--- src/rtl/pe_inst_sequencer_if.sv ---
// -----------------------------------------------------------------------------
// pe_inst_sequencer_if
//
// Bundles every non-clock/reset signal of pe_inst_sequencer.
//
// Signals:
//   start        run request, honoured only while the sequencer is idle
//   pause        global stall; freezes all sequencer state
//   neuron_base  neuron start address, captured when a run starts
//   weight_base  weight start address, captured when a run starts
//   inst_addr    instruction memory address (driven by the sequencer)
//   inst_data    iteration count read combinationally at inst_addr
//   neuron_addr  neuron memory address (driven by the sequencer)
//   weight_addr  weight memory address (driven by the sequencer)
//   pe_vld_i     beat valid to the PE
//   pe_ctl       bit0 = first beat of an instruction, bit1 = last beat
//   busy         sequencer is not idle
//   done         one-cycle pulse at the end of a run
//
// Modports:
//   master  the sequencer itself
//   slave   the environment (controller, memories, PE)
// -----------------------------------------------------------------------------
interface pe_inst_sequencer_if #(
    parameter int INST_AW = 2,
    parameter int ADDR_W  = 16,
    parameter int ITER_W  = 8
);
    logic                start;
    logic                pause;
    logic [ADDR_W-1:0]   neuron_base;
    logic [ADDR_W-1:0]   weight_base;
    logic [INST_AW-1:0]  inst_addr;
    logic [ITER_W-1:0]   inst_data;
    logic [ADDR_W-1:0]   neuron_addr;
    logic [ADDR_W-1:0]   weight_addr;
    logic                pe_vld_i;
    logic [1:0]          pe_ctl;
    logic                busy;
    logic                done;

    modport master (
        input  start, pause, neuron_base, weight_base, inst_data,
        output inst_addr, neuron_addr, weight_addr, pe_vld_i, pe_ctl, busy, done
    );

    modport slave (
        output start, pause, neuron_base, weight_base, inst_data,
        input  inst_addr, neuron_addr, weight_addr, pe_vld_i, pe_ctl, busy, done
    );
endinterface

--- src/rtl/pe_inst_sequencer.sv ---
// -----------------------------------------------------------------------------
// pe_inst_sequencer
//
// Walks a small instruction memory in which each entry is an iteration count.
// For every instruction it spends one LOAD cycle fetching the count and then
// issues that many beats of neuron/weight addresses to a downstream PE, with
// first/last-beat markers on pe_ctl. Addresses run contiguously across all
// instructions of a run and wrap modulo 2^ADDR_W. An instruction with a count
// of zero costs one LOAD cycle and issues no beat. pause freezes every
// register and suppresses the beat of the current cycle.
//
// Ports:
//   clk    clock
//   rst_n  synchronous, active-low reset
//   bus    pe_inst_sequencer_if.master (start/pause/bases/instruction memory
//          in; instruction, neuron and weight addresses, PE strobes and
//          busy/done out)
// -----------------------------------------------------------------------------
module pe_inst_sequencer #(
    parameter int INST_NUM = 4,
    parameter int INST_AW  = 2,
    parameter int ADDR_W   = 16,
    parameter int ITER_W   = 8
) (
    input  logic                  clk,
    input  logic                  rst_n,
    pe_inst_sequencer_if.master   bus
);

    typedef enum logic [1:0] {
        S_IDLE,
        S_LOAD,
        S_RUN,
        S_DONE
    } state_t;

    localparam logic [INST_AW-1:0] LAST_INST = INST_AW'(INST_NUM - 1);

    state_t              state, state_next;
    logic [INST_AW-1:0]  inst_addr_q, inst_addr_next;
    logic [ADDR_W-1:0]   neuron_addr_q, neuron_addr_next;
    logic [ADDR_W-1:0]   weight_addr_q, weight_addr_next;
    logic [ITER_W-1:0]   iter_q, iter_next;
    logic [ITER_W-1:0]   cnt_q, cnt_next;

    logic                last_inst;
    logic                first_beat;
    logic                last_beat;
    logic                pe_vld;
    logic [1:0]          pe_ctl;

    assign last_inst  = (inst_addr_q == LAST_INST);
    assign first_beat = (iter_q == '0);
    // cnt_q is never zero while in RUN, so cnt_q-1 cannot underflow there.
    assign last_beat  = (iter_q == (cnt_q - ITER_W'(1)));

    // Next-state and beat outputs.
    always_comb begin
        // NOTE: every variable gets a default before any branch so no path
        // leaves one unassigned, which would otherwise infer a latch.
        state_next       = state;
        inst_addr_next   = inst_addr_q;
        neuron_addr_next = neuron_addr_q;
        weight_addr_next = weight_addr_q;
        iter_next        = iter_q;
        cnt_next         = cnt_q;
        pe_vld           = 1'b0;
        pe_ctl           = 2'b00;

        // A paused cycle keeps every register as it is and issues no beat.
        if (!bus.pause) begin
            unique case (state)
                S_IDLE: begin
                    if (bus.start) begin
                        state_next       = S_LOAD;
                        neuron_addr_next = bus.neuron_base;
                        weight_addr_next = bus.weight_base;
                        inst_addr_next   = '0;
                        iter_next        = '0;
                    end
                end

                S_LOAD: begin
                    cnt_next  = bus.inst_data;
                    iter_next = '0;
                    if (bus.inst_data == '0) begin
                        // Empty instruction: skip straight to the next one.
                        if (last_inst) begin
                            state_next = S_DONE;
                        end else begin
                            inst_addr_next = inst_addr_q + INST_AW'(1);
                        end
                    end else begin
                        state_next = S_RUN;
                    end
                end

                S_RUN: begin
                    pe_vld           = 1'b1;
                    pe_ctl           = {last_beat, first_beat};
                    neuron_addr_next = neuron_addr_q + ADDR_W'(1);
                    weight_addr_next = weight_addr_q + ADDR_W'(1);
                    if (last_beat) begin
                        iter_next = '0;
                        if (last_inst) begin
                            state_next = S_DONE;
                        end else begin
                            inst_addr_next = inst_addr_q + INST_AW'(1);
                            state_next     = S_LOAD;
                        end
                    end else begin
                        iter_next = iter_q + ITER_W'(1);
                    end
                end

                S_DONE: begin
                    state_next = S_IDLE;
                end

                default: begin
                    state_next = S_IDLE;
                end
            endcase
        end
    end

    // State and datapath registers.
    always_ff @(posedge clk) begin
        // NOTE: sequential state is written with non-blocking assignments so
        // every register samples the pre-edge values, whatever the order.
        if (!rst_n) begin
            state         <= S_IDLE;
            inst_addr_q   <= '0;
            neuron_addr_q <= '0;
            weight_addr_q <= '0;
            iter_q        <= '0;
            cnt_q         <= '0;
        end else begin
            state         <= state_next;
            inst_addr_q   <= inst_addr_next;
            neuron_addr_q <= neuron_addr_next;
            weight_addr_q <= weight_addr_next;
            iter_q        <= iter_next;
            cnt_q         <= cnt_next;
        end
    end

    assign bus.inst_addr   = inst_addr_q;
    assign bus.neuron_addr = neuron_addr_q;
    assign bus.weight_addr = weight_addr_q;
    assign bus.pe_vld_i    = pe_vld;
    assign bus.pe_ctl      = pe_ctl;
    assign bus.busy        = (state != S_IDLE);
    // done is held while DONE is paused, since the state itself is held.
    assign bus.done        = (state == S_DONE);

endmodule

--- src/flat_wrapper.sv ---
// flat-port wrapper written by rule: the top's interface ports become plain ports
module pe_inst_sequencer_flat 
#(
    parameter int INST_NUM = 4,
    parameter int INST_AW  = 2,
    parameter int ADDR_W   = 16,
    parameter int ITER_W   = 8
)
  (clk, rst_n, bus_start, bus_pause, bus_neuron_base, bus_weight_base, bus_inst_data, bus_inst_addr, bus_neuron_addr, bus_weight_addr, bus_pe_vld_i, bus_pe_ctl, bus_busy, bus_done);
  pe_inst_sequencer_if #(.INST_AW(INST_AW), .ADDR_W(ADDR_W), .ITER_W(ITER_W)) bus_i ();
  input  logic clk;
  input  logic rst_n;
  input wire logic [$bits(bus_i.start)-1:0] bus_start;
  input wire logic [$bits(bus_i.pause)-1:0] bus_pause;
  input wire logic [$bits(bus_i.neuron_base)-1:0] bus_neuron_base;
  input wire logic [$bits(bus_i.weight_base)-1:0] bus_weight_base;
  input wire logic [$bits(bus_i.inst_data)-1:0] bus_inst_data;
  output wire logic [$bits(bus_i.inst_addr)-1:0] bus_inst_addr;
  output wire logic [$bits(bus_i.neuron_addr)-1:0] bus_neuron_addr;
  output wire logic [$bits(bus_i.weight_addr)-1:0] bus_weight_addr;
  output wire logic [$bits(bus_i.pe_vld_i)-1:0] bus_pe_vld_i;
  output wire logic [$bits(bus_i.pe_ctl)-1:0] bus_pe_ctl;
  output wire logic [$bits(bus_i.busy)-1:0] bus_busy;
  output wire logic [$bits(bus_i.done)-1:0] bus_done;
  assign bus_i.start = bus_start;
  assign bus_i.pause = bus_pause;
  assign bus_i.neuron_base = bus_neuron_base;
  assign bus_i.weight_base = bus_weight_base;
  assign bus_i.inst_data = bus_inst_data;
  assign bus_inst_addr = bus_i.inst_addr;
  assign bus_neuron_addr = bus_i.neuron_addr;
  assign bus_weight_addr = bus_i.weight_addr;
  assign bus_pe_vld_i = bus_i.pe_vld_i;
  assign bus_pe_ctl = bus_i.pe_ctl;
  assign bus_busy = bus_i.busy;
  assign bus_done = bus_i.done;
  pe_inst_sequencer #(.INST_NUM(INST_NUM), .INST_AW(INST_AW), .ADDR_W(ADDR_W), .ITER_W(ITER_W)) u_core (.clk(clk), .rst_n(rst_n), .bus(bus_i));
endmodule
--- config.mk ---
export PLATFORM = sky130hd
export DESIGN_NAME = pe_inst_sequencer_flat
export DESIGN_NICKNAME = d
export VERILOG_FILES = /design/src/rtl/pe_inst_sequencer_if.sv /design/src/rtl/pe_inst_sequencer.sv /design/src/flat_wrapper.sv
export SDC_FILE = /design/constraint.sdc
export NUM_CORES = 1
export LEC_CHECK = 0
export CORE_UTILIZATION = 35
export DETAILED_ROUTE_END_ITERATION = 7
export PLACE_DENSITY = 0.69
export SLEW_MARGIN = 20
export SYNTH_ARGS = -nofsm -noshare
export SYNTH_HDL_FRONTEND = slang
export SYNTH_SLANG_ARGS = --single-unit
--- constraint.sdc ---
create_clock -name clk -period 2.75 [get_ports clk]
set_input_delay 0.55 -clock clk [delete_from_list [all_inputs] [get_ports clk]]
set_output_delay 0.55 -clock clk [all_outputs]
set_load 0.005 [all_outputs]
==> Implementation_results.wiki, run 1 <==
{| class="wikitable"
! Metric !! Value
|-
| Outcome || completed
|-
| RD Place Congestion || 0.8458
|-
| Post-Synthesis Mean Instance Area || 7.686 um2
|-
| Flip-flop and latch count after synthesis || 52
|-
| Met2 Wirelength || 4.308 mm
|-
| Number of standard-cell rows in the floorplan || 34
|-
| Critical path destination || bus_pe_ctl[1]
|-
| Drt initial violations || 189
|-
| First-pass GRT wire length || 15.01 mm
|-
| Syn. warnings || 0
|-
| Sequential group share of total power || 0.459
|-
| Number of hold violations in the final report || 0
|-
| Clock edge transition at the registers on the reported setup and hold paths || 100 ps
|-
| Number of setup violations in the final report || 0
|-
| Design internal power || 1.334 mW
|-
| Combinational Power Share || 0.255
|-
| Fin area || 4383 um2
|-
| Sw frac || 0.2856
|-
| Number of cells in the design after placement || 603
|-
| Reg-to-reg critical path startpoint || u_core.cnt_q[1]
|-
| Reg2reg end || u_core.state[1]
|-
| Power density over the cells || 426.1 nW/um2
|-
| Final cell count without fillers || 612
|-
| Aggregate negative setup slack || 0 ps
|-
| Worst setup SP type || register
|-
| Hold buffers post-CTS || 0
|-
| Level count of the clock H-tree || 2
|-
| Prevailing post-synth register cell || sky130_fd_sc_hd__dfxtp_1
|-
| I/O pin cnt || 83
|-
| Placed cell areas || 4225 um2
|-
| Grt total ovfl || 0
|-
| Most area-hungry cell type in the Yosys netlist || sky130_fd_sc_hd__dfxtp_1
|-
| Antenna violations before repair || 0
|-
| Net count after synthesis || 468
|-
| Maximum number of pins on one net before global-route repair || 64
|-
| TritonCTS clock tree || built
|-
| Die ar. || 9476 um2
|-
| Area contributors post-synth || sky130_fd_sc_hd__dfxtp_1 33%, sky130_fd_sc_hd__a21oi_1 6.0%, sky130_fd_sc_hd__nor2_1 5.5%, sky130_fd_sc_hd__nand2_1 5.3%, sky130_fd_sc_hd__ha_1 3.9%
|-
| Nature of the critical path endpoint || primary output
|-
| Max-cap violation count || 0
|-
| Global-route usage over all layers || 0.1902
|-
| Total number of nets in the final design || 557
|-
| Cts bufs inserted || 5
|-
| Critical Path Source || u_core.cnt_q[1]
|-
| Worst setup path class || register to primary output
|-
| Number of search-and-repair iterations in the first detailed-routing pass || 5
|-
| Remaining max-slew budget at the tightest pin || 0.5855
|-
| Clock latency on the worst-skew pair || 310 ps
|-
| Number of synthesized flops with an enable pin || 0
|-
| I/O Buffers || 82
|-
| Via count of the routed design || 3392
|-
| R2R setup slack || 320 ps
|-
| Synth Cell Area || 3182 um2
|-
| Root Driver || sky130_fd_sc_hd__clkbuf_8
|-
| Number of buffers on the longest clock path || 2
|-
| Die span in y || 97.35 um
|-
| Commonest cells after routing, fill and taps aside || 81 x sky130_fd_sc_hd__clkdlybuf4s50_1, 49 x sky130_fd_sc_hd__dfxtp_1, 46 x sky130_fd_sc_hd__nor2_1, 45 x sky130_fd_sc_hd__nand2_1, 38 x sky130_fd_sc_hd__a21oi_1
|-
| Critical path fanouts, max || 2
|-
| Chip width || 97.35 um
|-
| Placeable core region || 8763 um2
|-
| Register-to-Register Path Depth || 9
|-
| Sum of net half-perimeters after detailed placement || 6.350 mm
|-
| Cell Chain, Critical Path || inv_2 > ha_4 > or2b_4 > or3_4 > a2111oi_4 > o211ai_2 > nor3_2 > buf_2
|-
| Fill cells || 833
|-
| Type of the worst min-delay path || register to register
|-
| Via count of the first global-routing pass || 3177
|-
| Residual DRC || 0
|-
| Vias/cell || 5.542
|-
| TritonCTS sink count || 52
|-
| Worst clock skew on the final layout || 12.57 ps
|-
| Post-route clock period utilization || 0.9884
|-
| Worst-Margin Slew || 621.7 ps
|-
| Drt total wl || 9.097 mm
|-
| Power after layout || 1.868 mW
|-
| Async set-reset flop share out of synthesis || 0
|-
| Post-synthesis cell count || 414
|-
| Layout cells sized above 1 || 0.1210
|-
| Worst hold margin || 506.5 ps
|-
| Data arrival time of the critical path || 2170 ps
|-
| Met1 routed wirelength after detailed routing || 4.109 mm
|-
| Cell at the slowest stage of the critical path || sky130_fd_sc_hd__or3_4
|-
| Antenna Violating Nets Remaining || 0
|-
| Most frequent standard cell in the layout excluding fill and tap cells || sky130_fd_sc_hd__clkdlybuf4s50_1
|-
| DR WL/cell || 14.86 um
|-
| Setup repair after global routing missed its margin || yes
|-
| Sw Pwr || 533.5 uW
|-
| Critical Path RT || 2200 ps
|-
| Highest metal used || met4
|-
| Wire length on met3 || 550 um
|-
| Starting density of the core || 0.3631
|-
| Clk network pwr share || 0.285
|-
| Number of unique standard cell types used by synthesis || 57
|-
| Delay of the slowest cell on the worst path || 340 ps
|-
| Highest clock frequency the design can meet || 367.9 MHz
|-
| Area share of the leading cell type in the synthesized netlist || 0.3272
|-
| Register area share after synthesis || 0.3272
|-
| Fin crit period || 2718 ps
|-
| Worst-case vdd ir drop || 0.1730 mV
|-
| ANT cells || 0
|-
| Max-slew violation count || 0
|-
| Leakage power summed over all cells || 1.578 nW
|-
| Layout Area Growth over Synthesis || 37.75%
|}
==> power by group through the flow <==
stage / clock, mW / sequential, mW / combinational, mW
2_1_floorplan: 0 / 0.867 / 0.237
3_3_place_gp: 0 / 0.870 / 0.456
3_5_place_dp: 0 / 0.872 / 0.466
4_1_cts: 0.552 / 0.856 / 0.477
5_1_grt: 0.578 / 0.867 / 0.521
6_report: 0.533 / 0.858 / 0.477
==> routing by layer <==
metal  global-route usage  vias to the layer above
met2               0.3245                      114
met5                    0                        -
li1                     -                     1687
met4              0.05317                        0
met1               0.2431                     1578
met3              0.03813                       13
==> cell usage after synthesis (2+ instances only) <==
| cell type | count |
|---|---|
| sky130_fd_sc_hd__buf_4 | 2 |
| sky130_fd_sc_hd__o2bb2ai_1 | 6 |
| sky130_fd_sc_hd__xnor2_1 | 6 |
| sky130_fd_sc_hd__dfxtp_1 | 52 |
| sky130_fd_sc_hd__and3_2 | 2 |
| sky130_fd_sc_hd__mux2i_1 | 12 |
| sky130_fd_sc_hd__and2b_2 | 2 |
| sky130_fd_sc_hd__nand2_1 | 45 |
| sky130_fd_sc_hd__a211oi_1 | 11 |
| sky130_fd_sc_hd__o2111a_1 | 2 |
| sky130_fd_sc_hd__nor2b_1 | 6 |
| sky130_fd_sc_hd__o221a_2 | 3 |
| sky130_fd_sc_hd__a22oi_1 | 5 |
| sky130_fd_sc_hd__nor2_1 | 47 |
| sky130_fd_sc_hd__and4_1 | 4 |
| sky130_fd_sc_hd__nand2b_1 | 2 |
| sky130_fd_sc_hd__clkbuf_1 | 22 |
| sky130_fd_sc_hd__a21o_1 | 2 |
| sky130_fd_sc_hd__xor2_1 | 8 |
| sky130_fd_sc_hd__nand3_1 | 18 |
| sky130_fd_sc_hd__o21ai_0 | 25 |
| sky130_fd_sc_hd__o31ai_1 | 2 |
| sky130_fd_sc_hd__nor3_1 | 11 |
| sky130_fd_sc_hd__and3_1 | 8 |
| sky130_fd_sc_hd__a21oi_1 | 38 |
| sky130_fd_sc_hd__inv_1 | 10 |
| sky130_fd_sc_hd__nand4_1 | 7 |
| sky130_fd_sc_hd__o22ai_1 | 6 |
| sky130_fd_sc_hd__a2111oi_0 | 2 |
| sky130_fd_sc_hd__nor4_1 | 4 |
| sky130_fd_sc_hd__nand3b_1 | 2 |
| sky130_fd_sc_hd__or3_1 | 2 |
| sky130_fd_sc_hd__a41oi_1 | 3 |
| sky130_fd_sc_hd__a31oi_1 | 5 |
| sky130_fd_sc_hd__ha_1 | 10 |
==> logic make-up after synthesis <==
| kind of cell | synth area share |
|---|---|
| buffers and inverters | 0.05466 |
| AO/OA/AOI/OAI | 0.2438 |
| adder cells (fa/ha/maj) | 0.03932 |
| flip-flops | 0.3272 |
| XOR/XNOR | 0.03854 |
| AND/OR/NAND/NOR | 0.2587 |
| multiplexers | 0.03775 |
==> worst min-delay path by stage <==
stage | start | endpoint | slack (ps) | depth (start not counted)
floorplan | u_core.bus.inst_addr[1] | u_core.bus.inst_addr[1] | 470 | 2
global placement | u_core.bus.inst_addr[1] | u_core.bus.inst_addr[1] | 470 | 2
detailed placement | u_core.bus.inst_addr[1] | u_core.bus.inst_addr[1] | 490 | 2
CTS | u_core.bus.inst_addr[1] | u_core.bus.inst_addr[1] | 510 | 2
global route | u_core.bus.neuron_addr[15] | u_core.bus.neuron_addr[15] | 530 | 2
finish | u_core.bus.inst_addr[1] | u_core.bus.inst_addr[1] | 510 | 2
==> sequential cells by signal (all words and copies together), names as in the netlist <==
register / cells
u_core.bus.weight_addr: 16
u_core.iter_q: 8
u_core.cnt_q: 8
u_core.state: 2
u_core.bus.neuron_addr: 16
u_core.bus.inst_addr: 2
==> critical path: cells and delay by family (launching register included) <==
kind                     cells  cell delay [ps]
flip-flops                   1              330
AND/OR/NAND/NOR              3              730
AO/OA/AOI/OAI                2              480
buffers and inverters        2              200
adder cells (fa/ha/maj)      1              130
==> what timing repair did <==
action                     CTS  global route
gates resized for setup     14             2
pin swaps                    3             1
setup endpoints to repair    1             2
buffers inserted             1             0
==> stage by stage <==
stage          setup WS, ps    util
3_3_place_gp         -251.7  0.4822
4_1_cts              -64.31  0.4993
3_5_place_dp         -288.7  0.4822
6_report              31.77  0.5001
5_1_grt              -98.70  0.5001
2_1_floorplan         241.5       -
==> final cells by class <==
cell class                 count  area [um2]  area share
clock inverter                 2       35.03    0.007993
tap                          108       135.1     0.03083
multi-input combinational    323        2016      0.4599
inverter                      11       41.29    0.009421
clock buffer                   6       72.57     0.01656
sequential                    52        1045      0.2384
timing repair buffer         110        1039      0.2369
Power figures use the tool's default switching activity.
==> run 2: changes to the inputs <==
- HOLD_SLACK_MARGIN: unset -> 0.1
- SLEW_MARGIN: 20 -> unset
==> results of run 2 <==
The final DEF is identical to that of run 1; final timing and power are the same.
==> RTL change 1: new RTL, flow settings as in run 1 <==
Make the reset (`rst_n`) asynchronous in one clocked block. Comments in the files are not updated.
--- a/src/rtl/pe_inst_sequencer.sv
+++ b/src/rtl/pe_inst_sequencer.sv
@@ -127,3 +127,3 @@
     // State and datapath registers.
-    always_ff @(posedge clk) begin
+    always_ff @(posedge clk or negedge rst_n) begin
         // NOTE: sequential state is written with non-blocking assignments so
Check against the original RTL: differs if rst_n is asserted again (counterexample within 4 cycles, from zero or initial values and one cycle with rst_n low); with rst_n held inactive, the same outputs for 4 cycles.
==> RTL change 1 against run 1 <==
  * Via count shrank 4.4%
  * Routed wire length fell by 0.41%
  * Worst setup slack gained 0.11 ns
  * Register-to-register slack better by 0.24 ns
  * Maximum frequency up 4.0%
  * Sequential cell count stayed put
  * Worst hold slack worse by 0.17 ns
  * Area after synthesis increased by 4.6%
  * Final area up 1.7%
  * Clock skew is 0.0033 ns lower
  * Final cell count shrank 2.5%
  * Critical endpoint unchanged
  * Largest cell class unchanged
Power is not compared: it rests on default switching activity, and its combinational part moved more than twofold at a synthesized area within 25%.
==> RTL change 1: results <==
[status]
outcome = "finished clean"

[sta]
fin_skew_ns = 0.009313
worst_slew_pin_slew_ns = 0.7292
timing.hold.ws_ns = 0.3401

[final_layout]
number_of_nets_in_the_final_layout = 521
drive_above_1_share_pct = 10.90

[logic_synthesis]
synth_cell_types = 51
synth_nets = 436
seq_area_frac_synth_pct = 39.11
synth_area_leaders = "dfrtp_1 (39%), o21ai_0 (5.6%), nand2_1 (4.5%)"
synth.top_cells.by_count = "dfrtp_1 (52), nand2_1 (40), o21ai_0 (37)"

[critical_path]
reg2reg_setup_slack_ns = 0.56
worstPathMaxFanout = 8
timing.critical_path.from = "u_core.cnt_q[2]"
cpMaxStageDelayCell = "dfrtp_2"
worstReg2RegStart = "u_core.state[1]"

[grt]
global_route_wire_length_before_repair_mm = 15.17
largest_net_degree_at_the_start_of_global_routing = 53
grtUsageTotal_pct = 19.05

[drt]
avgRoutedWirePerCell_um = 15.18
met2_wire_length_mm = 4.427
drtPass1Iterations = 4
detailed_route_wire_length_on_metal_1_mm = 4.138
initialDrtViolationCount = 174
overall_via_count_from_detail_route = 3244
met3RoutedLength_um = 276

[placement]
place.detailed.instances = 588
place_congestion = 0.8658
dpl.hpwl_mm = 6.609

[hold_path]
hold_path_class = "in2async"
==> RTL change 1: final timing paths <==
kind,cells past startpoint,to
min reg2reg,2,u_core.bus.neuron_addr[1]
min in group clk,2,u_core.bus.neuron_addr[1]
max in group asynchronous,2,u_core.cnt_q[2]
max,6,bus_pe_ctl[1]
min,2,u_core.bus.neuron_addr[7]
max reg2reg,7,u_core.bus.neuron_addr[9]
==> RTL change 1: cell type report <==
class	instances	area, um2
flip-flops and latches	52	1303
clock inverters	2	16.27
clock buffers	6	72.57
inverters	14	52.55
repair buffers	100	960.9
multi-input cells	294	1893
fillers	907	4781
well taps	129	161.4
==> RTL change 1: worst max-delay path: cells and delay by family (launching register included) <==
| kind | cells | cell delay (ns) |
|---|---|---|
| compound gates | 1 | 0.04 |
| buf+inv | 1 | 0.27 |
| flops | 1 | 0.48 |
| simple gates | 4 | 0.95 |
==> RTL change 1: through the flow <==
stage | power, W | setup slack, ns | instance area (um2) | util [%]
global route | 0.004771 | 0.02044 | 4459 | 48.26
finish | 0.004420 | 0.1375 | 4459 | 48.26
floorplan | 0.002881 | 0.5084 | 3327 | -
detailed placement | 0.003935 | 0.05181 | 4334 | 46.91
CTS | 0.004432 | 0.1308 | 4454 | 48.21
global placement | 0.003859 | 0.06431 | 4334 | 46.91
==> RTL change 1: timing repair <==
| action | 4_1_cts | 5_1_grt |
|---|---|---|
| endpoints found under the setup margin | 2 | 1 |
| pin swaps | 1 | 0 |
| gates resized for setup | 7 | 1 |
| buffers inserted | 1 | 0 |
| hold endpoints to repair | 0 | 0 |
==> RTL change 1: logic make-up (layout without fill, tap and decap cells) <==
| group | Yosys count | in the layout | synth area share (%) |
|---|---|---|---|
| simple gates | 141 | 141 | 21.70 |
| compound gates | 118 | 118 | 22.94 |
| flops | 52 | 52 | 39.11 |
| buf+inv | 36 | 122 | 4.964 |
| mux | 16 | 16 | 5.152 |
| fa+ha+maj | 10 | 10 | 3.761 |
| xor+xnor | 9 | 9 | 2.369 |
==> RTL change 1: power by group through the flow <==
stage	clock [W]	sequential, W	combinational [W]
finish	0.000451	0.00161	0.00236
global route	0.000489	0.00168	0.00260
CTS	0.000464	0.00160	0.00237
detailed placement	0	0.00161	0.00232
global placement	0	0.00160	0.00226
floorplan	0	0.00152	0.00136
==> RTL change 1: routing by layer <==
layer,GRT usage [%],vias to the layer above
met5,0,-
met4,7.127,0
met3,2.670,13
met2,31.30,65
met1,25.54,1569
li1,-,1597
==> RTL change 2: new RTL, flow settings as in run 1 <==
Without the edit above. `ITER_W` is set to 8 in 3 places; all go to 12.
--- a/src/rtl/pe_inst_sequencer_if.sv
+++ b/src/rtl/pe_inst_sequencer_if.sv
@@ -26,3 +26,3 @@
     parameter int ADDR_W  = 16,
-    parameter int ITER_W  = 8
+    parameter int ITER_W  = 12
 );
--- a/src/rtl/pe_inst_sequencer.sv
+++ b/src/rtl/pe_inst_sequencer.sv
@@ -22,3 +22,3 @@
     parameter int ADDR_W   = 16,
-    parameter int ITER_W   = 8
+    parameter int ITER_W   = 12
 ) (
--- a/src/flat_wrapper.sv
+++ b/src/flat_wrapper.sv
@@ -6,3 +6,3 @@
     parameter int ADDR_W   = 16,
-    parameter int ITER_W   = 8
+    parameter int ITER_W   = 12
 )
Ports: changed (resized bus_inst_data); port bits go from 83 to 87. No check against the original RTL was run, so the function may have changed too.
==> RTL change 2 against run 1 <==
  * Global-route usage grew 1.6 points
  * Clock power grew 82%
  * Utilization grew 1.8 points
  * Routed wire length grew 21%
  * Largest power group unchanged
  * Area after synthesis grew 14%
  * Sequential cell count grew 8
  * Worst setup slack gained 0.022 ns
  * Final area grew 17%
  * Total power grew 33%
  * Die area grew 14%
  * Final cell count grew 22%
==> RTL change 2: results <==
[status]
outcome = "finished clean"

[grt]
grt.met2_usage_pct = 34.95
grtUsageTotal_pct = 20.58
largest_net_degree_at_the_start_of_global_routing = 61
number_of_global_route_vias_before_repair = 3824
global_route.usage.met3_pct = 5.286
global_route_wire_length_before_repair_mm = 18.12

[final_layout]
layout.comb_gates.multi_input = 394
area_share_clock_buf_inv_pct = 4.654
layout.clock_buffers = 9
drive_above_1_share_pct = 12.75
layout.non_clock_inverters = 16
seq-cell-share_pct = 23.49
non_clock_buffer_area_share_pct = 22.76
nFillCells = 966
layout.non_clock_buffers = 126
number_of_nets_in_the_final_layout = 665
fraction_of_area_in_multi_input_gates_pct = 44.69

[clocking]
clk_pin_slew_ns = 0.06
insertion_delay_ns = 0.35

[logic_synthesis]
seq_area_frac_synth_pct = 33.09
synth_cell_types = 50
post_synthesis_compound_gate_area_fraction_pct = 22.75
synth_nets = 557
synth_mux_area_share_pct = 1.379
synth.top_cells.by_count = "nand2_1 (76), dfxtp_1 (60), a21oi_1 (51)"
xor_xnor_share_of_the_synthesized_area_pct = 5.550
yosys.area_share.adder_pct = 3.447

[drt]
met3RoutedLength_um = 789
drt-vias-per-instance = 5.391
initialDrtViolationCount = 157
met2_wire_length_mm = 5.362
avgRoutedWirePerCell_um = 14.80
detailed_route_wire_length_on_metal_1_mm = 4.737

[critical_path]
cpMaxStageDelayCell = "dfxtp_2"
worstPathMaxFanout = 6
cp_data_arrival_time_ns = 2.15

[placement]
place_congestion = 0.8572
dpl.hpwl_mm = 7.742
preCtsSetupSlack_ns = -0.2127
placement.io_buffers = 86

[pwr]
power.static_leakage_nw = 1.866
peakVddDrop_mv = 0.2715

[sta]
worst_slew_pin_slew_ns = 0.6120
fin_skew_ns = 0.01473
==> RTL change 2: where the power goes <==
part | internal (W) | total [W] | switching [W] | leakage [nW]
Clock | 0.000598 | 0.000972 | 0.000373 | 0.115
Combinational | 0.000284 | 0.000531 | 0.000247 | 1.26
Sequential | 0.000919 | 0.000980 | 0.0000605 | 0.491
Total | 0.00180 | 0.00248 | 0.000681 | 1.87
==> RTL change 2: repair_timing <==
action / 4_1_cts / 5_1_grt
hold endpoints to repair: 0 / 0
pin swaps: 5 / 6
setup endpoints to repair: 1 / 2
setup buffers: 3 / 4
gates resized for setup: 14 / 5
==> RTL change 2: per-stage QoR <==
stage / TNS [ns] / instances / area (um2) / hold WS, ns
6_report: 0 / 745 / 5135 / 0.4902
3_5_place_dp: -0.2127 / 722 / 4805 / 0.4844
4_1_cts: 0 / 741 / 5097 / 0.4932
3_3_place_gp: -0.1697 / 722 / 4805 / 0.4692
5_1_grt: -0.05093 / 745 / 5135 / 0.5104
2_1_floorplan: 0 / 499 / 3630 / 0.4623
==> RTL change 2: worst paths after layout <==
| check | slack (ns) | startpoint | cells after the start | endpoint |
|---|---|---|---|---|
| worst max-delay path | 0.05 | u_core.cnt_q[1] | 9 | bus_pe_ctl[1] |
| worst min-delay path | 0.49 | u_core.bus.inst_addr[1] | 2 | u_core.bus.inst_addr[1] |
| worst min register to register | 0.49 | u_core.bus.inst_addr[1] | 2 | u_core.bus.inst_addr[1] |
| worst max register to register | 0.37 | u_core.cnt_q[1] | 10 | u_core.state[0] |
==> RTL change 2: critical path, delay by kind of cell, from the launching register on <==
| family | cells | cell delay (ns) |
|---|---|---|
| AOI/OAI and AO/OA | 2 | 0.24 |
| DFF | 1 | 0.34 |
| adders and majority gates | 1 | 0.17 |
| buffers and inverters | 2 | 0.19 |
| and+or+nand+nor | 4 | 0.86 |
